===== src/rtl/neuron_mac_pkg.sv =====
// Shared types and sizing helpers for the neuron MAC accumulator.
package neuron_mac_pkg;

    typedef enum logic [1:0] {
        ACC   = 2'd0,
        FINAL = 2'd1,
        OUT   = 2'd2
    } state_t;

    // Full-width product sum plus growth for n_inputs terms and a sign guard bit.
    function automatic int acc_w(input int data_w, input int n_inputs);
        return 2 * data_w + $clog2(n_inputs) + 1;
    endfunction

endpackage


===== src/rtl/neuron_mac_sat.sv =====
// Bias add, arithmetic rescale and resize of the accumulator to the output Q format.
// NEURON_MAC_SAT_EN selects saturation; otherwise the result wraps to DATA_W bits.
module neuron_mac_sat #(
    parameter int DATA_W = 8,
    parameter int FRAC_W = 4,
    parameter int ACC_W  = 19
) (
    input  logic signed [ACC_W-1:0]  acc,
    input  logic signed [DATA_W-1:0] bias,
    output logic signed [DATA_W-1:0] z
);

    localparam int SUM_W = ACC_W + 1;

    logic signed [SUM_W-1:0] sum;
    logic signed [SUM_W-1:0] shifted;

`ifdef NEURON_MAC_SAT_EN
    localparam logic signed [SUM_W-1:0] Z_MAX = SUM_W'((64'sd1 <<< (DATA_W - 1)) - 64'sd1);
    localparam logic signed [SUM_W-1:0] Z_MIN = -Z_MAX - SUM_W'(1);
`endif

    always_comb begin
        sum     = SUM_W'(acc) + (SUM_W'(bias) <<< FRAC_W);
        // Arithmetic shift floors toward minus infinity; no rounding term.
        shifted = sum >>> FRAC_W;
`ifdef NEURON_MAC_SAT_EN
        if (shifted > Z_MAX) begin
            z = {1'b0, {(DATA_W - 1){1'b1}}};
        end else if (shifted < Z_MIN) begin
            z = {1'b1, {(DATA_W - 1){1'b0}}};
        end else begin
            z = DATA_W'(shifted);
        end
`else
        z = DATA_W'(shifted);
`endif
    end

endmodule


===== src/rtl/neuron_mac_accumulator.sv =====
// Multiply-accumulate of N_INPUTS (x, w) pairs plus bias, producing one pre-activation value.
// Optional macro NEURON_MAC_SAT_EN makes the final resize saturate instead of wrap.
module neuron_mac_accumulator
    import neuron_mac_pkg::*;
#(
    parameter int DATA_W   = 8,
    parameter int FRAC_W   = 4,
    parameter int N_INPUTS = 4
) (
    input  logic                     clk,
    input  logic                     rst_n,
    input  logic                     x_valid,
    output logic                     x_ready,
    input  logic signed [DATA_W-1:0] x_data,
    input  logic signed [DATA_W-1:0] w_data,
    input  logic signed [DATA_W-1:0] bias,
    output logic                     z_valid,
    input  logic                     z_ready,
    output logic signed [DATA_W-1:0] z_value
);

    localparam int ACC_W = acc_w(DATA_W, N_INPUTS);
    localparam int CNT_W = (N_INPUTS > 1) ? $clog2(N_INPUTS) : 1;
    localparam logic [CNT_W-1:0] CNT_LAST = CNT_W'(N_INPUTS - 1);

    state_t                    state, state_nxt;
    logic signed [ACC_W-1:0]   acc;
    logic [CNT_W-1:0]          cnt;
    logic signed [2*DATA_W-1:0] prod;
    logic signed [DATA_W-1:0]  z_next;
    logic                      xfer;

    always_comb begin
        prod = x_data * w_data;
    end

    always_comb begin
        state_nxt = state;
        x_ready   = 1'b0;
        xfer      = 1'b0;
        case (state)
            ACC: begin
                x_ready = 1'b1;
                xfer    = x_valid;
                if (x_valid && cnt == CNT_LAST) begin
                    state_nxt = FINAL;
                end
            end
            FINAL:   state_nxt = OUT;
            OUT:     if (z_ready) state_nxt = ACC;
            default: state_nxt = ACC;
        endcase
    end

    always_ff @(posedge clk or negedge rst_n) begin
        if (!rst_n) begin
            state <= ACC;
        end else begin
            state <= state_nxt;
        end
    end

    always_ff @(posedge clk or negedge rst_n) begin
        if (!rst_n) begin
            acc     <= '0;
            cnt     <= '0;
            z_valid <= 1'b0;
            z_value <= '0;
        end else begin
            case (state)
                ACC: begin
                    if (xfer) begin
                        acc <= acc + ACC_W'(prod);
                        cnt <= cnt + CNT_W'(1);
                    end
                end
                FINAL: begin
                    z_value <= z_next;
                    z_valid <= 1'b1;
                end
                OUT: begin
                    if (z_ready) begin
                        z_valid <= 1'b0;
                        acc     <= '0;
                        cnt     <= '0;
                    end
                end
                default: ;
            endcase
        end
    end

    neuron_mac_sat #(
        .DATA_W (DATA_W),
        .FRAC_W (FRAC_W),
        .ACC_W  (ACC_W)
    ) u_sat (
        .acc  (acc),
        .bias (bias),
        .z    (z_next)
    );

endmodule


===== config.mk =====
export PLATFORM = sky130hd
export DESIGN_NAME = neuron_mac_accumulator
export DESIGN_NICKNAME = d
export VERILOG_FILES = /design/src/rtl/neuron_mac_pkg.sv /design/src/rtl/neuron_mac_sat.sv /design/src/rtl/neuron_mac_accumulator.sv
export SDC_FILE = /design/constraint.sdc
export NUM_CORES = 1
export LEC_CHECK = 0
export ABC_AREA = 1
export BUFFER_PORTS_ARGS = -buffer_cell sky130_fd_sc_hd__buf_2
export CORE_MARGIN = 1.5
export CORE_UTILIZATION = 65
export CTS_CLUSTER_DIAMETER = 60
export DETAILED_ROUTE_END_ITERATION = 10
export MAX_ROUTING_LAYER = met4
export PLACE_DENSITY = 0.85
export SLEW_MARGIN = 10
export SYNTH_ARGS = -nofsm -noshare
export SYNTH_HDL_FRONTEND = slang
export SYNTH_HIERARCHICAL = 1
export SYNTH_SLANG_ARGS = --single-unit

===== constraint.sdc =====
create_clock -name clk -period 9.1 [get_ports clk]
set_input_delay 0.91 -clock clk [delete_from_list [all_inputs] [get_ports clk]]
set_output_delay 0.91 -clock clk [all_outputs]
set_load 0.005 [all_outputs]

==> flow_metrics.tcl <==
set metrics [dict create \
    outcome "finished clean" \
    min_period_over_period_pct 54.7 \
    relSlewSlack_pct 60.9 \
    crit_path_max_incr_delay_ns 0.57 \
    antenna_left 0 \
    remaining_drc_errors 0 \
    hold_slack_ns 0.477 \
    cts_buffer_depth 2 \
    cts_tree "built" \
    cts_made_buffers 3 \
    rsz0062_at_grt "no" \
    crit_path_end_kind "flop" \
    dieWidth_microns 76.6 \
    finalHoldViolations 0 \
    cts_root_buf "clkbuf_8" \
    viasPerCell 5.21 \
    grt_pass1_vias 2803 \
    cp_top_family "adder cells" \
    clock.fmax_mhz 201 \
    crit_path_start_kind "input port" \
    syn_avg_cell_area_sq_um 8.54 \
    hold_path.class "flop to flop" \
    ir_worst_vdd_v 0.000332 \
    rrSetupSlack_ns 4.88 \
    first_iter_violations 156 \
    clk_pin_slew_ns 0.10 \
    row_count 26 \
    setup_viol 0 \
    critPathMostFrequentCell "fa_1" \
    die_y_microns 76.6 \
    grt_pass1_wl_microns 11900 \
    dr.pass1.iters 4 \
    io-pin-count 38 \
    clk_latency_ns 0.27 \
    syn_to_final_growth_pct 7.01 \
    fin_skew_ns 0.00930 \
    seqCellArea_sq_um 626 \
    cp.required_ns 9.27 \
    drv_slew 0 \
    tightest_slew_ns 0.587 \
    num_antenna_cells 0 \
    worstPathMaxFanout 6 \
    cts_hold_buf 0 \
    leakage_nw 2.26 \
    multiInputGateArea_sq_um 2430 \
    ys.warnings.count 6 \
    layout_min_cycle_time_ns 4.98 \
    hpwl_microns 5640 \
    start_util_pct 68.0 \
    routed_wl_microns 6540 \
    grt_remaining_overflow 0 \
    setup-tns-final_ns 0 \
    syn-num-nets 532 \
    grt_use_total_pct 25.9 \
    cts_resized 0 \
    syn_inst 412 \
    drive_gt1_share_pct 14.7 \
    totalPowerFinal_mw 1.43 \
    path_buf_inv 3 \
    antenna_found_initial 0 \
    num-nets-final 557 \
    core-area_sq_um 5170 \
    h-tree-depth 1 \
    fill_cells 405 \
    post_cts_buffers 0 \
    die_area_sq_um 5860 \
    cp.arrival_ns 5.15 \
    path_class "input port to flop" \
    port_buffers 37 \
    numClockSinks 25 \
    synth_area_sq_um 3520 \
    wl_per_cell_microns 12.9 \
    powerDensity_nw_per_um2 379 \
    maxCapViolCount 0 \
    grt_max_degree 26 \
    place_congestion 0.885 \
    crit_chain "buf_2 > clkinv_1 > or2_2 > fa_1 > fa_1 > inv_1 > fa_1 > fa_1 > fa_1 > ha_1 > nand2_1 > nand3_1 > or2_2 > a32o_1" \
    slowest_stage "fa_1" \
    vias 2636 \
]
==> metrics by stage <==
stage	setup WS [ns]	area, sq um	utilization (%)	std cells
after detailed placement	3.81	3720	71.8	502
final	4.12	3760	72.8	506
after CTS	4.11	3760	72.8	506
after global routing	3.91	3760	72.8	506
after global placement	3.88	3720	71.8	502
after floorplan	4.04	3520	-	412
==> path summary, 6_finish.rpt <==
check                           from      end  cells after the start
min in group asynchronous      rst_n   acc[6]                      1
max in group asynchronous      rst_n   acc[7]                      1
setup reg to reg              acc[6]   acc[8]                     14
hold reg to reg              z_valid  z_valid                      2
setup / recovery           w_data[7]   acc[8]                     14
hold / removal               z_valid  z_valid                      2
==> layer usage <==
metal  GRT usage, %  vias to the layer above  part of all wire [%]
met1           32.1                     1303                    39
li1               -                     1250                     -
met3           2.75                       11                   4.6
met5              -                        -                     0
met4           5.74                        0                   1.9
met2           46.1                       72                    54
==> state kept, by name, summed over array words and instances (netlist names) <==
name	flops
z_valid	1
acc	12
z_value	8
state	2
cnt	2
==> placed cells by master, fill, tap and decap left out, drive strengths merged <==
cell and n:
nand3b 1, o22ai 1, clkbuf 3, o21ai 11
buf 37, nand2 109, mux2 8, a22o 2
a32o 1, clkinvlp 1, or2 4, xnor2 5
inv 101, clkinv 2, dfrtp 25, ha 37
nor2 14, nand3 9, fa 55, a21oi 10
==> worst min-delay path: cells and delay by family, from the launching register on <==
kind | cells | cell delay (ns)
flops | 1 | 0.35
simple gates | 2 | 0.10
==> where the power goes <==
group	switching (mW)	total, mW	internal (mW)	leakage, nW
sequential	0.0396	0.210	0.171	0.304
combinational	0.654	1.15	0.494	1.94
clock	0.0376	0.0687	0.0311	0.0217
==> final cells by class <==
type	instances	area share [%]
Multi-Input combinational cell	267	64.6
Sequential cell	25	16.6
Inverter	103	10.3
Timing Repair Buffer	37	4.92
Tap cell	70	2.33
Clock buffer	3	1.10
Clock inverter	1	0.199
Note: power is estimated with default switching activity, not from simulation.
